$ cat src/rtl/uart_tx_arbiter.sv
// Round-robin arbiter sharing one uart_tx among NUM_REQ byte producers.
// Latches the granted byte, holds tx_start until tx_busy, waits for frame end.
module uart_tx_arbiter #(
  parameter int NUM_REQ       = 4,
  parameter int START_TIMEOUT = 16
) (
  input  logic                   clk,
  input  logic                   reset,
  input  logic [NUM_REQ-1:0]     req,
  input  logic [8*NUM_REQ-1:0]   req_data,
  output logic [NUM_REQ-1:0]     grant,
  output logic [NUM_REQ-1:0]     ack,
  output logic                   done,
  output logic                   err,
  output logic                   tx_start,
  output logic [7:0]             tx_data,
  input  logic                   tx_busy
);

  localparam int PW = (NUM_REQ > 1) ? $clog2(NUM_REQ) : 1;
  localparam int CW = $clog2(START_TIMEOUT + 1);
  localparam logic [CW-1:0] CNT_LAST = CW'(START_TIMEOUT - 1);
  localparam logic [PW:0]   NREQ     = (PW+1)'(NUM_REQ);

  typedef enum logic [1:0] {
    IDLE,
    START,
    BUSY
  } state_e;

  state_e               state_q;
  logic [PW-1:0]        ptr_q;
  logic [PW-1:0]        gidx_q;
  logic [CW-1:0]        cnt_q;
  logic [NUM_REQ-1:0]   grant_q;
  logic [NUM_REQ-1:0]   ack_q;
  logic                 done_q;
  logic                 err_q;
  logic                 tx_start_q;
  logic [7:0]           tx_data_q;

  logic [7:0]           lane [NUM_REQ];
  logic                 sel_vld_d;
  logic [PW-1:0]        sel_idx_d;
  logic [PW:0]          sum;
  logic [PW:0]          nxt;
  logic [PW-1:0]        ptr_inc_d;

  assign grant    = grant_q;
  assign ack      = ack_q;
  assign done     = done_q;
  assign err      = err_q;
  assign tx_start = tx_start_q;
  assign tx_data  = tx_data_q;

  always_comb begin
    for (int i = 0; i < NUM_REQ; i++) begin
      lane[i] = req_data[8*i +: 8];
    end
  end

  // Scan from the highest offset down so the nearest set bit to ptr wins.
  always_comb begin
    sel_vld_d = 1'b0;
    sel_idx_d = '0;
    sum       = '0;
    for (int i = NUM_REQ - 1; i >= 0; i--) begin
      sum = {1'b0, ptr_q} + (PW+1)'(i);
      if (sum >= NREQ) begin
        sum = sum - NREQ;
      end
      if (req[sum[PW-1:0]]) begin
        sel_vld_d = 1'b1;
        sel_idx_d = sum[PW-1:0];
      end
    end
  end

  always_comb begin
    nxt = {1'b0, gidx_q} + (PW+1)'(1);
    if (nxt >= NREQ) begin
      nxt = '0;
    end
    ptr_inc_d = nxt[PW-1:0];
  end

  always_ff @(posedge clk or negedge reset) begin
    if (!reset) begin
      state_q    <= IDLE;
      ptr_q      <= '0;
      gidx_q     <= '0;
      cnt_q      <= '0;
      grant_q    <= '0;
      ack_q      <= '0;
      done_q     <= 1'b0;
      err_q      <= 1'b0;
      tx_start_q <= 1'b0;
      tx_data_q  <= 8'h00;
    end else begin
      ack_q  <= '0;
      done_q <= 1'b0;
      err_q  <= 1'b0;
      unique case (state_q)
        IDLE: begin
          if (!tx_busy && sel_vld_d) begin
            grant_q    <= NUM_REQ'(1) << sel_idx_d;
            gidx_q     <= sel_idx_d;
            tx_data_q  <= lane[sel_idx_d];
            tx_start_q <= 1'b1;
            cnt_q      <= '0;
            state_q    <= START;
          end
        end
        START: begin
          if (tx_busy) begin
            ack_q      <= grant_q;
            tx_start_q <= 1'b0;
            state_q    <= BUSY;
          end else if (cnt_q == CNT_LAST) begin
            tx_start_q <= 1'b0;
            grant_q    <= '0;
            err_q      <= 1'b1;
            ptr_q      <= ptr_inc_d;
            state_q    <= IDLE;
          end else begin
            cnt_q <= cnt_q + 1'b1;
          end
        end
        BUSY: begin
          if (!tx_busy) begin
            done_q  <= 1'b1;
            grant_q <= '0;
            ptr_q   <= ptr_inc_d;
            state_q <= IDLE;
          end
        end
        default: state_q <= IDLE;
      endcase
    end
  end

endmodule
$ cat config.mk
export PLATFORM = sky130hd
export DESIGN_NAME = uart_tx_arbiter
export DESIGN_NICKNAME = d
export VERILOG_FILES = /design/src/rtl/uart_tx_arbiter.sv
export SDC_FILE = /design/constraint.sdc
export NUM_CORES = 1
export LEC_CHECK = 0
export ABC_CLOCK_PERIOD_IN_PS = 3290
export CAP_MARGIN = 20
export CORE_AREA = 2 2 75 77
export CTS_CLUSTER_SIZE = 20
export DETAILED_ROUTE_END_ITERATION = 7
export DIE_AREA = 0 0 77 79
export PLACE_DENSITY = 0.71
export SYNTH_ARGS = -nofsm -noshare
export SYNTH_HDL_FRONTEND = slang
export SYNTH_SLANG_ARGS = --single-unit
$ cat constraint.sdc
create_clock -name clk -period 3.29 [get_ports clk]
set_input_delay 0.658 -clock clk [delete_from_list [all_inputs] [get_ports clk]]
set_output_delay 0.658 -clock clk [all_outputs]
set_load 0.05 [all_outputs]
==> run summary, run 1 <==
* **run status** finished clean
* **post-synthesis sequential area ratio** 0.463
* **total count of max-transition violations in the final report** 0
* **layout cells sized above 1** 0.0633
* **antenna diode count** 0
* **total of warnings raised by yosys** 0
* **routed wire length** 3.70 mm
* **cell count of the worst hold path** 2
* **clock edge transition at the registers on the reported setup and hold paths** 70 ps
* **number of buffers created by CTS** 5
* **maximum number of pins on one net before global-route repair** 31
* **final critical-path share of the clock period** 0.731
* **wire length of the first global-routing pass** 6.38 mm
* **share of flip-flops with an asynchronous set or reset after synthesis** 1.00
* **post-detailed-route wirelength per cell** 12.6 microns
* **kind of critical path** primary input to flip-flop
* **MaxCap Viol Count** 0
* **Gate Count Post-Synth** 161
* **kind of capture point of the worst setup path** flip-flop
* **dpl cell area** 2240 sq um
* **hold-fix buffer count after cts** 0
* **worst vdd rail ir drop** 0.000368 V
* **delay contributed by the slowest stage of the critical path** 670 ps
* **count of state elements after synthesis** 30
* **Placeable Area** 5340 sq um
* **drt pass-1 iters** 5
* **initial antenna violation count** 0
* **power density over cell area** 838 nW/um^2
* **via count of the first global-routing pass** 1389
* **CTS Sinks** 30
* **Vias/cell** 4.78
* **Worst slew margin** 0.624
* **Met1 Wirelength** 1.59 mm
* **most common cell after layout, fill and taps aside** sky130_fd_sc_hd__clkdlybuf4s50_1
* **required time reported for the critical path endpoint** 3460 ps
* **Reg-to-Reg End** cnt_q[3]
* **setup clock skew after layout** 6.59 ps
* **total via count in the routed design** 1401
* **Resized cells post-CTS** 0
* **setup repair after global routing missed its margin** no
* **hold path startpoint** tx_data[1]
* **Final Net Count** 265
* **fraction of post-synthesis cell area in the top cell type by area** 0.463
* **mean post-synth cell area** 10.1 sq um
* **biggest area consumer among synthesized cells** sky130_fd_sc_hd__dfrtp_1
* **DR top layer** met4
* **length in cells of the worst reg-to-reg path** 7
* **sum of negative setup slack** 0 ps
* **DIE AREA** 6080 sq um
* **cell with the largest stage delay on the worst path** sky130_fd_sc_hd__clkdlybuf4s50_1
* **library cell used as clock root buffer** sky130_fd_sc_hd__clkbuf_8
* **Worst Tran Pin Value** 560 ps
* **CTS tree** done
* **cell area after technology mapping** 1620 sq um
* **depth of the CTS H-tree** 2
* **CP Launch Type** primary input
* **layout overhead on the synthesized area** 44.4%
* **Setup Buffers After CTS** 0
* **critical path peak fanout** 17
* **number of input and output port buffers inserted** 57
* **fill cell total of the finished layout** 547
* **Chip Height** 79 microns
* **HPWL reported at the end of detailed placement** 2.84 mm
* **largest cells by area after synthesis** sky130_fd_sc_hd__dfrtp_1 (46%), sky130_fd_sc_hd__mux2i_1 (9.9%), sky130_fd_sc_hd__nand2_1 (5.3%), sky130_fd_sc_hd__ha_1 (4.6%), sky130_fd_sc_hd__o221ai_1 (4.3%)
* **min-delay worst type** flip-flop to flip-flop
* **maximum buffer depth of the clock tree** 2
* **data arrival at the endpoint of the critical path** 2570 ps
* **I/O pin cnt** 58
* **timing-limited maximum frequency** 416 MHz
* **leakage power total** 0.00104 uW
* **Remaining DRCs** 0
* **Post-Syn Nets** 206
* **wire length on met3** 217 microns
* **fin crit period** 2410 ps
* **unique cell type count in the Yosys netlist** 34
* **Fin. Hold Viols** 0
* **# rows** 27
* **overall overflow remaining after global route** 0
* **total setup violations reported at the end of the flow** 0
* **most used cells in the layout excluding fill and tap cells** sky130_fd_sc_hd__clkdlybuf4s50_1 (57), sky130_fd_sc_hd__dfrtp_1 (30), sky130_fd_sc_hd__nand2_1 (23)
* **overall fraction of global-route tracks in use** 0.133
* **fin area** 2340 sq um
* **number of synthesized flops with an enable pin** 0
* **starting density of the core** 0.304
* **most used flip-flop cell after synthesis** sky130_fd_sc_hd__dfrtp_1
* **Iter 0 DRT Violations** 62
* **horizontal extent of the die** 77 microns
* **source-to-sink clock delay at the later pin of the worst-skew pair** 280 ps
* **worst-case hold path end point** tx_data[1]
* **Met2 Wirelength** 1.86 mm
* **FF-to-FF Start** state_q[1]
* **Critical Path, Cell by Cell** clkdlybuf4s50_1 -> o21bai_1 -> a221oi_1 -> nand4_1 -> xor2_1 -> nor2_1
* **number of nets with antenna violations after routing** 0
* **global placer's final weighted congestion** 0.840
* **setup slack on the worst flop-to-flop path** 1040 ps
==> worst max-delay path by stage <==
stage,startpoint,to,depth (start not counted)
after floorplan,req[0],tx_data[1],7
after CTS,tx_busy,cnt_q[3],6
after detailed placement,tx_busy,cnt_q[3],6
after global placement,tx_busy,cnt_q[3],6
after global routing,tx_busy,cnt_q[3],6
final,tx_busy,cnt_q[3],6
==> kinds of logic after synthesis <==
kind of cell	after synthesis	share of synthesized area
DFF	30	0.463
AOI/OAI and AO/OA	38	0.171
buffers and inverters	15	0.0479
xor gates and xnor gates	2	0.0108
adders and majority gates	6	0.0463
and+or+nand+nor	52	0.147
muxes	18	0.113
==> synthesized netlist by cell type (3+ instances only) <==
cell type / n
sky130_fd_sc_hd__ha_1: 6
sky130_fd_sc_hd__nand2b_1: 3
sky130_fd_sc_hd__o221ai_1: 8
sky130_fd_sc_hd__o21ai_0: 8
sky130_fd_sc_hd__dfrtp_1: 30
sky130_fd_sc_hd__nand2_1: 23
sky130_fd_sc_hd__a22o_1: 5
sky130_fd_sc_hd__inv_1: 9
sky130_fd_sc_hd__o22ai_1: 3
sky130_fd_sc_hd__nor2_1: 13
sky130_fd_sc_hd__a21oi_1: 4
sky130_fd_sc_hd__and3_1: 5
sky130_fd_sc_hd__mux2i_1: 16
==> registers in the layout, summed over array words and instances (netlist names) <==
signal	count
tx_data	8
cnt_q	5
ack	4
grant	4
gidx_q	2
ptr_q	2
state_q	2
done	1
err	1
tx_start	1
==> worst max-delay path, delay by kind of cell <==
kind | cells | cell delay [ps]
XOR/XNOR | 1 | 180
AND/OR/NAND/NOR | 2 | 230
AO/OA/AOI/OAI | 2 | 820
buffers and inverters | 1 | 670
==> metrics by stage <==
stage | power, uW | cells | hold WS (ps) | utilization | worst slack [ps]
floorplan | 1350 | 161 | 362 | - | 1480
global placement | 1650 | 285 | 472 | 0.421 | 640
detailed placement | 1670 | 285 | 476 | 0.421 | 625
CTS | 1980 | 293 | 498 | 0.438 | 908
global route | 2100 | 293 | 514 | 0.438 | 716
finish | 1960 | 293 | 497 | 0.438 | 885
==> report_power, final <==
group	leakage (uW)	switching (uW)	total (uW)	internal, uW
Clock	0.0000472	134	302	168
Sequential	0.000390	97.3	600	502
Combinational	0.000601	651	1060	408
Total	0.00104	883	1960	1080
==> per-layer routing <==
layer | global-route usage | vias up
met5 | 0 | -
met4 | 0.0375 | 0
met3 | 0.0398 | 5
met2 | 0.225 | 40
met1 | 0.164 | 659
li1 | - | 697
==> layout make-up <==
| class | instances | area (sq um) | area share |
|---|---|---|---|
| Sequential cell | 30 | 751 | 0.321 |
| Tap cell | 72 | 90.1 | 0.0385 |
| Timing Repair Buffer | 58 | 578 | 0.247 |
| Clock buffer | 6 | 82.6 | 0.0353 |
| Inverter | 9 | 33.8 | 0.0144 |
| Multi-Input combinational cell | 116 | 792 | 0.339 |
| Clock inverter | 2 | 12.5 | 0.00535 |
No activity file was read; power rests on OpenSTA's default activity.
==> run 2, diff against run 1 <==
- ABC_CLOCK_PERIOD_IN_PS: 3290 -> 2150
- PLACE_DENSITY: 0.71 -> 0.73
- clock period: 3.29 -> 2.15 ns (I/O delays scaled with it)
==> run 2 against run 1 <==
  * Worst hold slack got worse by 6.8 ps
  * Design area increased by 2.6%
  * Routed wire length rose by 2.4%
  * Core utilization rose by 1.1 points
  * Cell count grew 2.0%
  * Total power is 57% higher
  * Global-route usage grew 0.21 points
  * Register-to-register slack lost 830 ps
  * Critical path depth is 1 higher
  * Sequential share of layout area fell by 0.80 points
  * Combinational power is 59% higher
  * Critical endpoint is now grant[3]
  * Largest power group unchanged
==> run summary, run 2 (synthesis results as in run 1) <==
* **run status** finished clean
* **data arrival at the endpoint of the critical path** 2100 ps, -470 ps
* **global placer's final weighted congestion** 0.838, -0.17%
* **CTS tree** done
* **sum of negative setup slack** 0 ps, unchanged
* **number of nets with antenna violations after routing** 0, unchanged
* **Worst slew margin** 0.638, +0.0146
* **initial antenna violation count** 0, unchanged
* **delay contributed by the slowest stage of the critical path** 390 ps, -280 ps
* **worst vdd rail ir drop** 0.000667 V, +81%
* **# rows** 27, unchanged
* **number of standard cells in the final layout excluding fillers** 299, +2.0%
* **CP Launch Type** flip-flop
* **kind of critical path** flip-flop to flip-flop
* **clock edge transition at the registers on the reported setup and hold paths** 70 ps, about the same
* **power density over cell area** 1280 nW/um^2, +53%
* **CTS Sinks** 30, unchanged
* **layout cells sized above 1** 0.0925, +0.0292
* **Final Net Count** 271, +2.3%
* **Power Total** 3070 uW, +57%
* **Fin. Hold Viols** 0, unchanged
* **hold-fix buffer count after cts** 0, unchanged
* **total via count in the routed design** 1419, +1.3%
* **cell with the largest stage delay on the worst path** sky130_fd_sc_hd__dfrtp_1
* **cell count of the worst hold path** 2, unchanged
* **Worst Tran Pin Value** 541 ps, -19.0 ps
* **final core utilization** 0.450, +0.0113
* **Switching Fraction** 0.444, -0.00640
* **critical path peak fanout** 6, -11
* **met1 Resource Use GR** 0.156, -0.00745
* **Iter 0 DRT Violations** 88, +42%
* **Vias/cell** 4.75, -0.75%
* **required time reported for the critical path endpoint** 2310 ps, -1150 ps
* **most common cell after layout, fill and taps aside** sky130_fd_sc_hd__clkdlybuf4s50_1
* **maximum buffer depth of the clock tree** 2, unchanged
* **setup clock skew after layout** 11.7 ps, +5.12 ps
* **Placeable Area** 5340 sq um, unchanged
* **horizontal extent of the die** 77 microns, unchanged
* **Sequential Power Share** 0.297, -0.009
* **layer carrying the most global-route usage** met2
* **drt pass-1 iters** 4, -1
* **length in cells of the worst reg-to-reg path** 7, unchanged
* **fraction of power consumed by the clock network** 0.154, about the same
* **depth of the CTS H-tree** 2, unchanged
* **maximum number of pins on one net before global-route repair** 31, unchanged
* **source-to-sink clock delay at the later pin of the worst-skew pair** 280 ps, about the same
* **cell mode on critical path** sky130_fd_sc_hd__ha_1
* **part of the total power dissipated in combinational logic** 0.549, +0.009
* **total count of max-transition violations in the final report** 0, unchanged
* **via count of the first global-routing pass** 1462, +5.3%
* **final critical-path share of the clock period** 0.901
* **most used cells in the layout excluding fill and tap cells** sky130_fd_sc_hd__clkdlybuf4s50_1 (57), sky130_fd_sc_hd__dfrtp_1 (30), sky130_fd_sc_hd__nand2_1 (23)
* **Setup Buffers After CTS** 0, unchanged
* **total setup violations reported at the end of the flow** 0, unchanged
* **starting density of the core** 0.304, unchanged
* **Chip Height** 79 microns, unchanged
* **antenna diode count** 0, unchanged
* **fin crit period** 1940 ps
* **timing-limited maximum frequency** 516 MHz
* **I/O pin cnt** 58, unchanged
* **library cell used as clock root buffer** sky130_fd_sc_hd__clkbuf_8
* **MaxCap Viol Count** 0, unchanged
* **number of input and output port buffers inserted** 57, unchanged
* **Critical Path, Cell by Cell** ha_1 -> and3_1 -> ha_1 -> inv_1 -> a221oi_2 -> o21ai_1 -> a22o_1
* **overall fraction of global-route tracks in use** 0.135, +0.00214
* **layout overhead on the synthesized area** 48.1%
* **leakage power total** 0.00107 uW, +3.1%
* **met2 capacity usage during global routing** 0.236, +0.0105
* **Remaining DRCs** 0, unchanged
* **met3 routing resource usage after global routing** 0.0443, +0.00455
* **post-detailed-route wirelength per cell** 12.7 microns, +0.35%
* **number of buffers created by CTS** 5, unchanged
* **wire length of the first global-routing pass** 6.58 mm, +3.1%
* **Largest register FFs** 8, unchanged
* **Internal** 1710 uW, +59%
* **HPWL reported at the end of detailed placement** 2.92 mm, +2.6%
* **setup repair after global routing missed its margin** no
* **DIE AREA** 6080 sq um, unchanged
* **overall overflow remaining after global route** 0, unchanged
* **routed wire length** 3.79 mm, +2.4%
* **placed insts** 291, +2.1%
* **min-delay worst type** flip-flop to flip-flop
* **kind of capture point of the worst setup path** flip-flop
* **net switching component of the power** 1360 uW, +54%
==> run 2: timing repair <==
item,CTS,global route
endpoints found under the hold margin,0,0
gates resized for setup,0,1
setup endpoints to repair,0,8
==> run 2: area by class of cell <==
cell class	count	area, sq um
Timing Repair Buffer	64	636
Clock inverter	2	12.5
Sequential cell	30	751
Tap cell	72	90.1
Multi-Input combinational cell	116	795
Clock buffer	6	82.6
Fill cell	546	2940
Inverter	9	33.8
==> run 2: per-stage QoR <==
step                      hold WS, ps  setup WS, ps  area (sq um)
after global routing              524          31.4          2400
after CTS                         495           126          2400
after detailed placement          476         -65.2          2300
after global placement            471          28.5          2300
final                             490           214          2400
after floorplan                   134           370          1620
==> run 2: path summary, 6_finish.rpt <==
check | startpoint | slack, ps | endpoint
max reg2reg | cnt_q[0] | 210 | grant[3]
min reg2reg | tx_data[7] | 490 | tx_data[7]
min | tx_data[7] | 490 | tx_data[7]
min in group asynchronous | reset | 520 | cnt_q[4]
max in group asynchronous | reset | 1340 | gidx_q[0]
max | cnt_q[0] | 210 | grant[3]
==> run 2: worst max-delay path: cells and delay by family, from the launching register on <==
| family | cells | cell delay, ps |
|---|---|---|
| compound gates | 3 | 740 |
| fa+ha+maj | 2 | 440 |
| buf+inv | 1 | 80 |
| flops | 1 | 390 |
| simple gates | 1 | 160 |
==> run 2: power by group through the flow <==
stage               Clock (uW)  Sequential [uW]  Combinational [uW]
CTS                        488              913                1700
detailed placement           0              919                1690
global placement             0              916                1670
finish                     473              913                1690
global route               504              942                1840
floorplan                    0             1320                 748
==> run 2: layer usage <==
| metal | wire length [microns] | part of all wire |
|---|---|---|
| met4 | 41 | 0.011 |
| met1 | 1580 | 0.42 |
| met3 | 229 | 0.060 |
| met5 | 0 | 0 |
| met2 | 1940 | 0.51 |
==> run 3, diff against run 2 <==
- CAP_MARGIN: 20 -> not set
==> results of run 3 <==
Same layout as run 2: the final DEF is identical, and so are final timing and power.
